**src/rtl/sigbank_buffer.sv**
```systemverilog
`default_nettype none
// ============================================================================
//  Module   : sigbank_buffer
//  Purpose  : Banked IQ sample buffer. Whole banks are filled from the input
//             stream, then each full bank is read back TRATE times.
//  Revision : 1.0 - initial release
// ============================================================================
module sigbank_buffer #(
  parameter int WIDTH = 32,
  parameter int TRATE = 30,
  parameter int COUNT = 15,
  parameter int BANKS = 4,
  localparam int TW = (TRATE > 1) ? $clog2(TRATE) : 1,
  localparam int BW = $clog2(BANKS),
  localparam int LW = BW + 1
) (
  input  logic             sig_clk,
  input  logic             reset_n,
  input  logic             valid_i,
  input  logic [WIDTH-1:0] idata_i,
  input  logic [WIDTH-1:0] qdata_i,
  input  logic             clear_i,
  output logic             valid_o,
  output logic             first_o,
  output logic             last_o,
  output logic [TW-1:0]    taddr_o,
  output logic [BW-1:0]    bank_o,
  output logic [WIDTH-1:0] idata_o,
  output logic [WIDTH-1:0] qdata_o,
  output logic [LW-1:0]    level_o,
  output logic             overflow_o
);

  localparam int IW    = $clog2(COUNT);
  localparam int AW    = BW + IW;
  localparam int DEPTH = 1 << AW;

  localparam logic [IW-1:0] c_last_idx  = IW'(COUNT - 1);
  localparam logic [TW-1:0] c_last_pass = TW'(TRATE - 1);
  localparam logic [LW-1:0] c_banks     = LW'(BANKS);

  localparam logic [0:0] c_wr_fill = 1'b0;
  localparam logic [0:0] c_wr_drop = 1'b1;
  localparam logic [0:0] c_rd_idle = 1'b0;
  localparam logic [0:0] c_rd_read = 1'b1;

  logic [2*WIDTH-1:0] r_mem [DEPTH];

  logic [0:0]    r_wr_state;
  logic [0:0]    r_rd_state;
  logic [BW-1:0] r_wbank;
  logic [BW-1:0] r_rbank;
  logic [IW-1:0] r_widx;
  logic [IW-1:0] r_raddr;
  logic [TW-1:0] r_taddr;
  logic [LW-1:0] r_used;
  logic [LW-1:0] w_used_next;

  logic w_write;
  logic w_drop;
  logic w_fill_done;
  logic w_reading;
  logic w_free;

  assign w_write     = (r_wr_state == c_wr_fill) && valid_i;
  assign w_drop      = (r_wr_state == c_wr_drop) && valid_i;
  assign w_fill_done = w_write && (r_widx == c_last_idx);
  assign w_reading   = (r_rd_state == c_rd_read);
  assign w_free      = w_reading && (r_raddr == c_last_idx) && (r_taddr == c_last_pass);

  // A simultaneous fill and free cancel, leaving the count unchanged.
  always_comb begin
    w_used_next = r_used;
    case ({w_fill_done, w_free})
      2'b10:   w_used_next = r_used + LW'(1);
      2'b01:   w_used_next = r_used - LW'(1);
      default: w_used_next = r_used;
    endcase
  end

  always_ff @(posedge sig_clk or negedge reset_n) begin
    if (!reset_n) begin
      r_used <= '0;
    end else begin
      r_used <= w_used_next;
    end
  end

  assign level_o = r_used;

  // Writer: fills the current bank, stalls (dropping input) while all banks are full.
  always_ff @(posedge sig_clk or negedge reset_n) begin
    if (!reset_n) begin
      r_wr_state <= c_wr_fill;
      r_wbank    <= '0;
      r_widx     <= '0;
    end else begin
      case (r_wr_state)
        c_wr_fill: begin
          if (w_write) begin
            if (w_fill_done) begin
              r_widx  <= '0;
              r_wbank <= r_wbank + BW'(1);
              if (w_used_next >= c_banks) begin
                r_wr_state <= c_wr_drop;
              end
            end else begin
              r_widx <= r_widx + IW'(1);
            end
          end
        end
        c_wr_drop: begin
          if (r_used < c_banks) begin
            r_wr_state <= c_wr_fill;
            r_widx     <= '0;
          end
        end
        default: r_wr_state <= c_wr_fill;
      endcase
    end
  end

  always_ff @(posedge sig_clk) begin
    if (w_write) begin
      r_mem[{r_wbank, r_widx}] <= {idata_i, qdata_i};
    end
  end

  always_ff @(posedge sig_clk or negedge reset_n) begin
    if (!reset_n) begin
      overflow_o <= 1'b0;
    end else if (w_drop) begin
      overflow_o <= 1'b1;
    end else if (clear_i) begin
      overflow_o <= 1'b0;
    end
  end

  // Reader: TRATE passes over the oldest full bank, chaining banks back-to-back.
  always_ff @(posedge sig_clk or negedge reset_n) begin
    if (!reset_n) begin
      r_rd_state <= c_rd_idle;
      r_rbank    <= '0;
      r_raddr    <= '0;
      r_taddr    <= '0;
    end else begin
      case (r_rd_state)
        c_rd_idle: begin
          if (r_used != '0) begin
            r_rd_state <= c_rd_read;
            r_raddr    <= '0;
            r_taddr    <= '0;
          end
        end
        c_rd_read: begin
          if (r_raddr == c_last_idx) begin
            r_raddr <= '0;
            if (r_taddr == c_last_pass) begin
              r_taddr <= '0;
              r_rbank <= r_rbank + BW'(1);
              if (w_used_next == '0) begin
                r_rd_state <= c_rd_idle;
              end
            end else begin
              r_taddr <= r_taddr + TW'(1);
            end
          end else begin
            r_raddr <= r_raddr + IW'(1);
          end
        end
        default: r_rd_state <= c_rd_idle;
      endcase
    end
  end

  // Sideband is registered alongside the synchronous read so all outputs align.
  always_ff @(posedge sig_clk or negedge reset_n) begin
    if (!reset_n) begin
      valid_o <= 1'b0;
      first_o <= 1'b0;
      last_o  <= 1'b0;
      taddr_o <= '0;
      bank_o  <= '0;
      idata_o <= '0;
      qdata_o <= '0;
    end else begin
      valid_o <= w_reading;
      first_o <= w_reading && (r_raddr == '0) && (r_taddr == '0);
      last_o  <= w_free;
      if (w_reading) begin
        taddr_o            <= r_taddr;
        bank_o             <= r_rbank;
        {idata_o, qdata_o} <= r_mem[{r_rbank, r_raddr}];
      end
    end
  end

endmodule
`default_nettype wire
```
**config.mk**
```make
export PLATFORM = sky130hd
export DESIGN_NAME = sigbank_buffer
export DESIGN_NICKNAME = d
export VERILOG_FILES = /design/src/rtl/sigbank_buffer.sv
export SDC_FILE = /design/constraint.sdc
export NUM_CORES = 2
export LEC_CHECK = 0
export BUFFER_PORTS_ARGS = -buffer_cell sky130_fd_sc_hd__buf_2
export CAP_MARGIN = 20
export CORE_MARGIN = 4
export CORE_UTILIZATION = 50
export DETAILED_ROUTE_END_ITERATION = 12
export GPL_ROUTABILITY_DRIVEN = 0
export PLACE_DENSITY_LB_ADDON = 0.2
export SLEW_MARGIN = 40
export SYNTH_ARGS = -nofsm -noshare
export SYNTH_HDL_FRONTEND = slang
export SYNTH_SLANG_ARGS = --single-unit
```
**constraint.sdc**
```tcl
create_clock -name sig_clk -period 5.7 [get_ports sig_clk]
set_input_delay 0.57 -clock sig_clk [delete_from_list [all_inputs] [get_ports sig_clk]]
set_output_delay 0.57 -clock sig_clk [all_outputs]
set_load 0.03 [all_outputs]
```
Word level (Yosys, flattened, before mapping)
Memory sizes are Yosys's and may differ from the RTL's. A register that Yosys moved wholly into a read port is not among the register bits.
Index checks and enable logic that the tools add are counted.
{"block": "totals", "in_bits": 68, "elab_cells": 78, "regBits": 33, "out_inout_bits": 78, "mem_count": 1, "ram_bits": 4096}
{"name": "r_mem", "words": 64, "word_bits": 64, "read_ports": 1, "rd_clocked_by_memory_dff": 1, "wr": 1, "line_no": "47", "text": "logic [2*WIDTH-1:0] r_mem [DEPTH];"}
{"block": "classes", "n_addsub": 7, "n_reduce_logical": 17, "bitwise_logic": 2, "n_lt_le_gt_ge": 2, "mux": 26, "eq_ne": 9}
{"cell": "2-to-1 mux 4 bit", "count": 5}
{"cell": "one-hot mux 4 bit (2 select lines)", "count": 2}
{"cell": "2-to-1 mux 5 bit", "count": 3}
{"cell": "2-to-1 mux 1 bit", "count": 12}
{"cell": "one-hot mux 5 bit (2 select lines)", "count": 1}
{"cell": "adder 4 x 1 -> 4 bit (second input constant)", "count": 2}
{"cell": "equality test 4 bit (second input constant)", "count": 2}
{"cell": "logical AND 1 bit", "count": 7}
{"cell": "one-hot mux 3 bit (2 select lines)", "count": 1}
{"cell": "AND reduction 3 bit", "count": 2}
{"cell": "adder 5 x 1 -> 5 bit (second input constant)", "count": 1}
{"cell": "equality test 5 bit (second input constant)", "count": 1}
{"cell": "logical NOT 5 bit", "count": 1}
{"cell": "adder 2 x 1 -> 2 bit (second input constant)", "count": 2}
{"cell": "logical NOT 4 bit", "count": 1}
{"cell": "!= test 2 x 1 -> 1 bit (second input constant)", "count": 2}
{"cell": "!= test 2 bit (second input constant)", "count": 2}
{"cell": "one-hot mux 1 bit (2 select lines)", "count": 2}
{"cell": "AND reduction 2 bit", "count": 2}
{"cell": "adder 3 x 1 -> 3 bit (second input constant)", "count": 1}
{"cell": "greater-or-equal comparator 3 bit (second input constant)", "count": 1}
{"cell": "logical NOT 3 bit", "count": 1}
{"cell": "less-than comparator 3 bit (second input constant)", "count": 1}
{"cell": "nonzero test 3 bit", "count": 1}
{"cell": "other kinds (6)", "count": 7}

Logic depth before layout (Yosys ltp)
{"block": "logic_depth", "depth_word": 10, "mapped_depth": 17, "ltp_nobuf": 11}

Worst setup path before layout
OpenSTA, ideal clock, no wires.
{"block": "synth_timing", "path_type": "input port to flip-flop", "start": "input port valid_i", "end": "memory r_mem[55][0] in the netlist's numbering (enable)", "required_ns": 5.213, "path_slack_ns": 1.236, "arrival_time_ns": 3.977, "stages": 5, "setup_ns": 0.487, "path_buffers": 1, "cell_sequence": "clkbuf_1 > nand2b_1 > nor2_1 > nand2_1 > nor2_1"}
{"block": "synth_between", "elab_chain_cells": 3}
{"element": "from (decl)", "line_no": "19", "text": "input logic valid_i,"}
{"element": "logical AND 1 bit", "line_no": "65", "text": "assign w_write = (r_wr_state == c_wr_fill) && valid_i;"}
{"element": "2-to-1 mux 1 bit", "line_no": "124", "text": "if (w_write) begin"}
{"element": "2-to-1 mux 1 bit (not written as such)", "line_no": "125", "text": "r_mem[{r_wbank, r_widx}] <= {idata_i, qdata_i};"}
{"element": "to (decl)", "line_no": "47"}
No other way between the ends.

==> impl_results.md <==
* Starting density of the core at 0.502
* Synth Register Bits at ~4200
* Reg-to-reg startpoint: r_raddr[2]
* Utilization after layout at 0.573
* Antenna violations before repair at 24
* Final WS setup at 2.02 ns
* Area growth, synth to finish at 14.1%
* Worst-Skew Late Latency at just under 1 ns
* Power Dens Cells at 359 nW/um^2
* Total clock sinks at around 4200
* Slew HR at 0.390
* Post-synthesis mux area share at 0.137
* Maximum clock insertion buffer count at 4
* H-tree depth at 5
* Antenna-violating nets left at 0
* DRC Markers at 0
* Pin count of the biggest net entering global routing at roughly 100
* Top FF cell, synth: edfxtp_1
* WHS at between 0.1 and 0.15 ns
* First-pass GRT wire length at ~630000 um
* Sequential share of the synthesized area at 0.786
* Reg-to-Reg End: qdata_o[24]
* Crit path capture type: register
* Grt ovf at 0
* CP Launch Type: register
* Net count after synthesis at about 7700
* Worst VDD drop at between 0.2 and 0.3 mV
* Syn Inst Count at ~7700
* DR vias at 82300
* I/O pins at around 150
* Hold Buf Count CTS at 2
* Status: completed
* Max frequency at 272 MHz
* Vias in the first global route at slightly above 80000
* CTS Root Cell: clkbuf_16
* DP Cell Count at around 12000
* Post-layout instance area at 182000 sq um
* Clk_skew at around 0.054 ns
* Overall power at roughly 65 mW
* Hold Fails Final Rpt at 0
* Worst-path clk slew at approximately 0.06 ns
* Core Area at ~320000 sq um
* Synth Area in Compound Gates at 0.0361
* RSZ-0062 raised after global routing: no
* Avg Cell Area, Syn at approximately 21 sq um
* Data required time of the critical path at roughly 6.5 ns
* Synth Area in Adders at 0.00115
* Post-Route WL at between 400000 and 500000 um
* Max Transition Viols Final at 0
* Die extent in y at between 500 and 600 um
* Dpl ws at between 1.5 and 2 ns
* Filler Cells Inserted at about 23000
* Largest family of logic cells by synthesized area: multiplexers
* Reg2reg setup slack at 2.02 ns
* FP Rows at 207
* Setup Crit Path Kind: reg -> reg
* Lkg Pwr at 60.3 nW
* Register area at 125000 sq um
* Async SR Flop Fraction at 0.0231
* Reg2Reg Depth at 8
* Die ar. at between 300000 and 400000 sq um
* Layout cell share with drive strength beyond 1 at 0.228
* Vias per cell at around 6.5
* DR WL/cell at 35.8 um
* XOR/XNOR share of the synthesized area at 0.000439
* CTS tree: yes
* Max_cap viols at 0
* Gr usage total at 0.272
* Width of the die at 573 um
* Crit path max fanout at 28
* Placed cell areas at about 170000 sq um
* Post-route insts no fill at 12700
* Timing startpoint of the critical path: r_raddr[2]
* Post-detail-place hpwl at between 200000 and 250000 um
* Synthesized-area fraction occupied by and/or/nand/nor cells at 0.0259
* HP Class: in -> reg
* Syn Std Cell Area at approximately 160000 sq um
* Setup crit end: qdata_o[24]
* Number of flops mapped to enable cells by yosys at just over 4000
* DR iter-0 viols at 11000
* Multi-input gate area at between 30000 and 40000 sq um
* PortBufs at approximately 150
* Cell variety after synth at 51
* Inserted Clock Buffers at around 410
* Worst-Margin Slew at between 0.9 and 1 ns
* Yosys warning count at 0
* Fin crit share at 0.645
* Setup-failing EPs final at 0
* Nets@finish at 8185
* # resized after CTS at 0
* Worst EP arrival at 4.46 ns
* Final TNS setup at 0 ns
* Post-CTS setup buffer count at 0
* Pre-antenna DRT Iters at 5
* Post-route minimum period at between 3 and 4 ns
## routing by layer
| layer | wire (um) | track usage | part of all wire | vias to the layer above |
|---|---|---|---|---|
| met5 | 88 | 0 | 0.00019 | - |
| met2 | 220000 | 0.439 | 0.49 | 4466 |
| met3 | 40600 | 0.0496 | 0.090 | 807 |
| li1 | - | - | - | 32800 |
| met1 | 177000 | 0.381 | 0.39 | 44300 |
| met4 | 15300 | 0.0838 | 0.034 | 14 |
## cells in the final DEF (no fill, tap or decap), types with 5 or more instances in the layout
| cell | netlist | layout |
|---|---|---|
| nor2b_1 | 194 | 192 |
| mux2_2 | 69 | 69 |
| inv_1 | 15 | 15 |
| clkinv_2 | 0 | 64 |
| bufinv_16 | 0 | 60 |
| clkbuf_16 | 0 | 414 |
| clkinv_1 | 0 | 92 |
| o22ai_1 | 191 | 191 |
| o21ai_0 | 19 | 19 |
| buf_12 | 0 | 85 |
| nand3_1 | 9 | 6 |
| buf_4 | 24 | 277 |
| nor2_4 | 0 | 67 |
| mux2i_1 | 513 | 513 |
| buf_8 | 0 | 8 |
| buf_16 | 0 | 6 |
| clkbuf_8 | 0 | 16 |
| clkbuf_1 | 190 | 77 |
| clkinv_16 | 0 | 12 |
| mux4_2 | 704 | 704 |
| o32ai_1 | 64 | 62 |
| dfrtp_1 | 97 | 92 |
| clkinvlp_4 | 0 | 15 |
| clkinv_8 | 0 | 6 |
| ha_1 | 13 | 13 |
| inv_6 | 0 | 5 |
| nand2_1 | 221 | 220 |
| a21oi_1 | 194 | 194 |
| nor2_1 | 269 | 202 |
| edfxtp_1 | 4096 | 4096 |
| diode_2 | 0 | 13 |
| buf_2 | 155 | 80 |
| a22oi_1 | 256 | 256 |
| buf_6 | 24 | 6 |
| nor4_1 | 129 | 128 |
| a211oi_1 | 128 | 128 |
## cell families (layout without fill, tap and decap cells)
logic type / Yosys count / count (layout)
other: 0 / 13
muxes: 1287 / 1287
adders and majority gates: 14 / 14
and+or+nand+nor: 850 / 850
buffers and inverters: 450 / 1248
xor gates and xnor gates: 8 / 8
AOI/OAI and AO/OA: 859 / 859
DFF: 4193 / 4193
## sequential cells by signal, indices dropped and copies added, names as in the netlist, 2 cells and up
signal,count
taddr_o,5
level_o,3
r_mem,4096
idata_o,32
r_widx,4
r_rbank,2
bank_o,2
r_taddr,5
r_wbank,2
r_raddr,4
qdata_o,32
## Yosys cell counts, types with 41 or more instances
master	instances	area [sq um]
nor4_1	129	807
nand2_1	221	830
mux4_2	704	15900
nor2b_1	194	1210
a211oi_1	128	961
mux2i_1	513	5130
buf_2	155	776
buf_1	41	154
nor2_1	269	1010
o22ai_1	191	1190
clkbuf_1	190	713
o32ai_1	64	561
a21oi_1	194	971
edfxtp_1	4096	123000
mux2_2	69	777
a22oi_1	256	1920
dfrtp_1	97	2430
## critical path: stages, from the launching register on
cell	delay [ns]
dfrtp_4	0.72
buf_12	0.26
buf_4	0.46
buf_4	0.38
mux2_2	0.37
a21oi_1	0.29
nand2_1	0.10
o32ai_1	0.78
nand2_1	0.11
## where the power goes
group,internal (mW),switching (mW)
Sequential,34.8,0.224
Combinational,0.411,1.80
Clock,16.3,11.7
## worst min path at each step
stage / from / end / slack [ns] / cells past startpoint
2_1_floorplan: reset_n / bank_o[0] / 0.27 / 0
3_3_place_gp: bank_o[1] / bank_o[1] / 0.49 / 1
3_5_place_dp: bank_o[1] / bank_o[1] / 0.50 / 1
4_1_cts: valid_i / r_widx[0] / 0.04 / 3
5_1_grt: valid_i / r_widx[0] / 0.11 / 3
6_report: idata_i[9] / r_mem[19][41] / 0.12 / 1
## layout make-up
class / count / area share
diodes: 13 / 0.000179
well taps: 4180 / 0.0287
flip-flops and latches: 4193 / 0.689
clock buffers: 507 / 0.0597
multi-input cells: 3018 / 0.179
clock inverters: 262 / 0.0176
repair buffers: 464 / 0.0250
inverters: 15 / 0.000309
Power figures use the tool's default switching activity.
